`src/rtl/pmod_dac_writer.sv`:
```
// Shifts {CTRL_BYTE, value} MSB-first to an AD7303-class DAC; a frame keeps busy high for 34*CLK_DIV cycles.
// start is ignored while busy. Optional DAC_AUTO_UPDATE_EN sends value automatically whenever it changes.
module pmod_dac_writer #(
  parameter int          CLK_DIV   = 4,
  parameter logic [7:0]  CTRL_BYTE = 8'h00
) (
  input  logic       sys_clk,
  input  logic       reset,
  input  logic       start,
  input  logic [7:0] value,
  output logic       busy,
  output logic       done,
  output logic       dac_sync_n,
  output logic       dac_sclk,
  output logic       dac_sdin
);

  localparam int               DIV_W   = (CLK_DIV > 1) ? $clog2(CLK_DIV) : 1;
  localparam logic [DIV_W-1:0] DIV_MAX = DIV_W'(CLK_DIV - 1);

  typedef enum logic [1:0] {IDLE, SETUP, SHIFT, HOLD} state_t;

  state_t           state, state_nxt;
  logic [DIV_W-1:0] div_cnt, div_cnt_nxt;
  logic [15:0]      frame, frame_nxt;
  logic [3:0]       bit_idx, bit_idx_nxt;
  logic             busy_nxt, done_nxt, sync_n_nxt, sclk_nxt, sdin_nxt;
  logic             tick;
  logic             req;

`ifdef DAC_AUTO_UPDATE_EN
  logic [7:0] last_sent;
  logic       first_pend;
  logic       unused_start;

  assign unused_start = start;
  // first_pend forces one write after reset even if value matches last_sent
  assign req = first_pend || (value != last_sent);

  always_ff @(posedge sys_clk or posedge reset) begin
    if (reset) begin
      last_sent  <= 8'h00;
      first_pend <= 1'b1;
    end else if (state == IDLE && req) begin
      last_sent  <= value;
      first_pend <= 1'b0;
    end
  end
`else
  assign req = start;
`endif

  assign tick = (div_cnt == DIV_MAX);

  always_ff @(posedge sys_clk or posedge reset) begin
    if (reset) begin
      state      <= IDLE;
      div_cnt    <= '0;
      frame      <= '0;
      bit_idx    <= '0;
      busy       <= 1'b0;
      done       <= 1'b0;
      dac_sync_n <= 1'b1;
      dac_sclk   <= 1'b1;
      dac_sdin   <= 1'b0;
    end else begin
      state      <= state_nxt;
      div_cnt    <= div_cnt_nxt;
      frame      <= frame_nxt;
      bit_idx    <= bit_idx_nxt;
      busy       <= busy_nxt;
      done       <= done_nxt;
      dac_sync_n <= sync_n_nxt;
      dac_sclk   <= sclk_nxt;
      dac_sdin   <= sdin_nxt;
    end
  end

  always_comb begin
    state_nxt   = state;
    frame_nxt   = frame;
    bit_idx_nxt = bit_idx;
    busy_nxt    = busy;
    done_nxt    = 1'b0;
    sync_n_nxt  = dac_sync_n;
    sclk_nxt    = dac_sclk;
    sdin_nxt    = dac_sdin;

    if (state == IDLE || tick) div_cnt_nxt = '0;
    else                       div_cnt_nxt = div_cnt + DIV_W'(1);

    case (state)
      IDLE: begin
        if (req) begin
          frame_nxt  = {CTRL_BYTE, value};
          busy_nxt   = 1'b1;
          sync_n_nxt = 1'b0;
          sdin_nxt   = CTRL_BYTE[7];
          state_nxt  = SETUP;
        end
      end
      SETUP: begin
        if (tick) begin
          sclk_nxt    = 1'b0;
          bit_idx_nxt = 4'd15;
          state_nxt   = SHIFT;
        end
      end
      SHIFT: begin
        // data only moves on the falling SCLK transition so it is stable at the DAC's rising-edge sample
        if (tick) begin
          if (!dac_sclk) begin
            sclk_nxt = 1'b1;
          end else if (bit_idx != 4'd0) begin
            sclk_nxt    = 1'b0;
            sdin_nxt    = frame[bit_idx - 4'd1];
            bit_idx_nxt = bit_idx - 4'd1;
          end else begin
            state_nxt = HOLD;
          end
        end
      end
      HOLD: begin
        if (tick) begin
          sync_n_nxt = 1'b1;
          busy_nxt   = 1'b0;
          done_nxt   = 1'b1;
          sdin_nxt   = 1'b0;
          state_nxt  = IDLE;
        end
      end
      default: state_nxt = IDLE;
    endcase
  end

endmodule

```
`config.mk`:
```
export PLATFORM = sky130hd
export DESIGN_NAME = pmod_dac_writer
export DESIGN_NICKNAME = d
export VERILOG_FILES = /design/src/rtl/pmod_dac_writer.sv
export SDC_FILE = /design/constraint.sdc
export NUM_CORES = 1
export LEC_CHECK = 0
export CAP_MARGIN = 5
export CORE_MARGIN = 5
export CORE_UTILIZATION = 45
export CTS_CLUSTER_DIAMETER = 40
export DETAILED_ROUTE_END_ITERATION = 8
export PLACE_DENSITY_LB_ADDON = 0.05
export SLEW_MARGIN = 20
export SYNTH_ARGS = -nofsm -noshare
export SYNTH_HDL_FRONTEND = slang
export SYNTH_SLANG_ARGS = --single-unit
```
`constraint.sdc`:
```
create_clock -name sys_clk -period 2.1 [get_ports sys_clk]
set_input_delay 0.315 -clock sys_clk [delete_from_list [all_inputs] [get_ports sys_clk]]
set_output_delay 0.315 -clock sys_clk [all_outputs]
set_load 0.02 [all_outputs]
```
Yosys cells after proc, flatten, opt, wreduce, memory -nomap -nowiden. Index checks and enable logic that the tools add are counted.

Bits in registers: 21. Input port bits: 11.

$add $sub $neg: 2. Magnitude comparators: 1. Equal/unequal tests: 11. Muxes and demuxes: 31. Reduce and logical (&&, ||, !) cells: 12.

Operators by type and width (count): $mux W4 (4); $mux W2 (7); $ne A2 B2 Y1 const B (7); $mux W1 (13); $reduce_and A6 Y1 (2); $pmux W2 S4 (1); $pmux W4 S2 (1); $eq A2 B2 Y1 const B (3); $pmux W1 S2 (3); $reduce_and A3 Y1 (2); $lt A4 B5 Y1 const B (1); $reduce_and A5 Y1 (1); $bmux W1 S4 (1); $reduce_bool A2 Y1 (2); $reduce_bool A4 Y1 (1); $sub A4 B1 Y4 const B (1); $pmux W1 S3 (1); $reduce_bool A3 Y1 (1); $add A2 B1 Y2 const B (1); $eq A2 B1 Y1 const B (1); $logic_not A2 Y1 (1); $reduce_and A2 Y1 (1); $logic_or A1 B1 Y1 (1).

Logic depth before layout (Yosys ltp).
Depth after elaboration: 7. Mapped depth: 7. Mapped depth without buffers: 6.

Worst setup path after synthesis. No wires, ideal clock.

Kind: reg2reg. Start: register state[0]. End: register state[1]. Arrival: 1.579 ns. Slack: 0.394 ns. Cell stages (with the launch flop): 7. Period minus slack after synthesis: 1.706 ns. Path through: dfrtp_1 -> inv_1 -> ha_1 -> nor2b_1 -> a221o_1 -> a21oi_2 -> mux2_1.

Word-level cells in the longest chain between the ends: 3.

RTL lines: start: declaration (line 23) `state_t state, state_nxt;`; start signal: assignment (line 67) `state <= state_nxt;`; $eq A2 B2 Y1 (tied with other cells) (line 92) `case (state)`; $ne A2 B2 Y1 (no line); $reduce_and A6 Y1 (no line).

Parallel ways exist; a longest one is shown, timed or not. A chain may end at the register's enable or synchronous reset.

Worst setup path after layout.
Start: register bit_idx[0]. End: register state[1].

Word-level cells in the longest chain between the ends: 3.

RTL lines: start: declaration (line 26) `logic [3:0] bit_idx, bit_idx_nxt;`; start signal: assignment (line 70) `bit_idx <= bit_idx_nxt;`; $reduce_bool A4 Y1 (line 114) `end else if (bit_idx != 4'd0) begin`; $ne A2 B2 Y1 (no line); $reduce_and A6 Y1 (no line).

No other way between the ends.

==> flow_metrics.py <==
metrics = {
    "routing": {
        "dr.pass1.iters": 4,
        "wirelength_um": 1920,
        "drtIter0Drc": 24,
        "drcViolationCount": 0,
        "wire_per_inst_um": 13.8,
        "viasPerCell": 5.29,
        "vias": 736,
        "ant_nets": 0,
    },
    "synthesis": {
        "synth.area.top_cells": "dfrtp_1 44%, ha_1 8.1%, mux2_1 6.3%, dfstp_2 4.9%, mux2_2 4.2%",
        "synth_most_common_cell": "dfrtp_1",
        "ys_seq_area_share_pct": 49.0,
        "syn_inst": 91,
        "ys_seq_elements": 21,
        "synth_top_area_share_pct": 44.1,
        "synth-edff-count": 0,
        "synth_area_um2": 1080,
        "synth_ff_type": "dfrtp_1",
        "synth.largest_area_cell": "dfrtp_1",
        "ys_warn_count": 0,
        "synthesis.nets": 109,
        "syn_area_per_cell_um2": 11.9,
        "async_flop_share_pct": 100,
        "synthTopCellsByCount": "19 x dfrtp_1, 7 x ha_1, 7 x nand2_1, 6 x inv_1, 6 x mux2_1",
        "yosys.cell_types.count": 33,
    },
    "pwr": {
        "clkPwrFrac_pct": 30.4,
        "power_density_nw_per_um2": 475,
        "seqPwrFrac_pct": 65.2,
        "intPower_w": 0.000496,
        "p_leak_nw": 0.601,
        "p_switching_w": 0.000124,
        "switching_share_pct": 20.1,
        "combPwrFrac_pct": 4.4,
        "max-vdd-ir-drop_mv": 0.413,
    },
    "timing": {
        "final_max_slew_viol_count": 0,
        "period_minus_slack_ns": 1.88,
        "worst_pin_slew_ns": 0.364,
        "fin_tns_setup_ns": 0,
        "fin_worst_skew_ns": 0.000781,
        "max_freq_mhz": 531,
        "hold_slack_ns": 0.333,
        "layout_worst_path_cycle_share_pct": 89.7,
        "hold_viol_final": 0,
        "fin_ws_ns": 0.216,
        "setup_viol": 0,
        "rsz0062_at_grt": "no",
        "relSlewSlack_pct": 75.7,
    },
    "outcome": {
        "status": "complete, no violations",
    },
    "cts": {
        "clk_pin_slew_worst_paths_ns": 0.11,
        "cts_htree_levels": 1,
        "cts_buffers": 3,
        "cts_tree": "done",
        "cts_setup_buffers": 0,
        "cts_resized": 0,
        "cts-root-buf": "clkbuf_4",
        "clock_latency_ns": 0.29,
        "hold_buffers": 0,
        "cts_sinks": 21,
        "cts_buffer_depth": 2,
    },
    "place": {
        "dp_hpwl_um": 1510,
        "dp_slack_ns": 0.222,
        "io_buffers": 15,
        "place_congestion": 0.747,
        "placed_area_um2": 1280,
    },
    "floorplanning": {
        "rows": 17,
        "die_y_um": 59.0,
        "die_w_um": 59.0,
        "core_um2": 2250,
        "die_area_um2": 3480,
        "pin_count": 16,
        "initial_core_util_pct": 47.8,
    },
    "global_routing": {
        "grt_pass1_vias": 725,
        "grt_max_degree": 22,
        "grtUsageMet2_pct": 20.0,
        "grt_pass1_wl_um": 3330,
        "grtUsageMet3_pct": 1.97,
        "use_met1_pct": 17.5,
        "grt.total_usage_pct": 12.7,
        "busiest_layer": "met2",
        "grt_antenna_before_repair": 0,
        "grt-ovfl-total": 0,
    },
    "final_layout": {
        "drive_gt1_share_pct": 15.3,
        "area_growth_pct": 21.0,
        "diodes": 0,
        "fin_util_pct": 57.9,
        "multi_input_area_um2": 517,
        "fin_area_um2": 1310,
        "seqCellArea_um2": 528,
        "fin_nets": 130,
        "n_fill_cell": 214,
    },
    "worst_setup_path": {
        "rr_startpoint": "bit_idx[0]",
        "cp_data_required_time_ns": 2.29,
        "rrSetupSlack_ns": 0.22,
        "startpoint_type": "flip-flop",
        "crit_fanout": 6,
        "critical_path_class": "reg2reg",
        "worst-r2r-cell-count": 6,
        "r2r_end": "state[1]",
        "arrival_ns": 2.07,
        "endpoint_kind": "flip-flop",
    },
    "job": {
        "maxCapViolCount": 0,
    },
    "min_path": {
        "holdCritPathClass": "in2async",
    },
}
-- power groups by stage --
stage / Combinational [W] / Sequential (W) / Clock (W)
floorplan: 0.00000620 / 0.000412 / 0
global placement: 0.0000280 / 0.000412 / 0
detailed placement: 0.0000283 / 0.000412 / 0
CTS: 0.0000283 / 0.000404 / 0.000201
global route: 0.0000307 / 0.000405 / 0.000213
finish: 0.0000273 / 0.000404 / 0.000188
-- flip-flops by register name, summed over array words and instances (netlist names) --
name / count
bit_idx: 4
busy: 1
dac_sclk: 1
dac_sdin: 1
dac_sync_n: 1
div_cnt: 2
done: 1
frame: 8
state: 2
-- layer usage --
metal / vias up / part of all wire (%)
met2: 14 / 49
met5: - / 0
met1: 359 / 47
met4: 0 / 0.68
met3: 2 / 3.8
li1: 361 / -
-- per-stage QoR --
stage / std cells / power, W
6_report: 139 / 0.000620
5_1_grt: 139 / 0.000649
4_1_cts: 139 / 0.000633
3_5_place_dp: 135 / 0.000440
3_3_place_gp: 135 / 0.000440
2_1_floorplan: 91 / 0.000418
-- layout make-up --
| type | count | share of cell area (%) |
|---|---|---|
| inverter | 7 | 2.01 |
| tap | 28 | 2.68 |
| timing repair buffer | 18 | 13.2 |
| sequential | 21 | 40.5 |
| multi-input combinational | 61 | 39.6 |
| clock buffer | 4 | 2.01 |
-- cells by family (layout without fill, tap and decap cells) --
family,Yosys count,after routing,share of synthesized area [%]
AND/OR/NAND/NOR,24,24,11.4
flip-flops,21,21,49.0
AO/OA/AOI/OAI,14,14,10.3
multiplexers,14,14,16.5
buffers and inverters,9,29,3.13
adder cells (fa/ha/maj),7,7,8.12
XOR/XNOR,2,2,1.62
-- worst max-delay path, stage by stage (launching register included) --
cell     delay [ns]
dfrtp_1        0.47
inv_1          0.09
ha_1           0.24
nor3b_1        0.34
nand2_1        0.12
a21oi_2        0.19
mux2_1         0.33
-- worst max-delay path by stage --
stage	startpoint	end	slack [ns]	cells past startpoint
2_1_floorplan	state[0]	state[1]	0.39	6
3_3_place_gp	state[0]	state[1]	0.29	6
3_5_place_dp	bit_idx[0]	state[1]	0.22	6
4_1_cts	bit_idx[0]	state[1]	0.21	6
5_1_grt	bit_idx[0]	state[1]	0.08	6
6_report	bit_idx[0]	state[1]	0.22	6
-- cells in the final DEF, fill, tap and decap left out, drive strengths merged, types with 3 or more instances in the layout --
cell,n
a21oi,4
buf,3
clkbuf,4
clkdlybuf4s50,15
dfrtp,19
ha,7
inv,7
mux2,10
nand2,7
nor2,5
nor3,3
(Power assumes the default switching activity.)
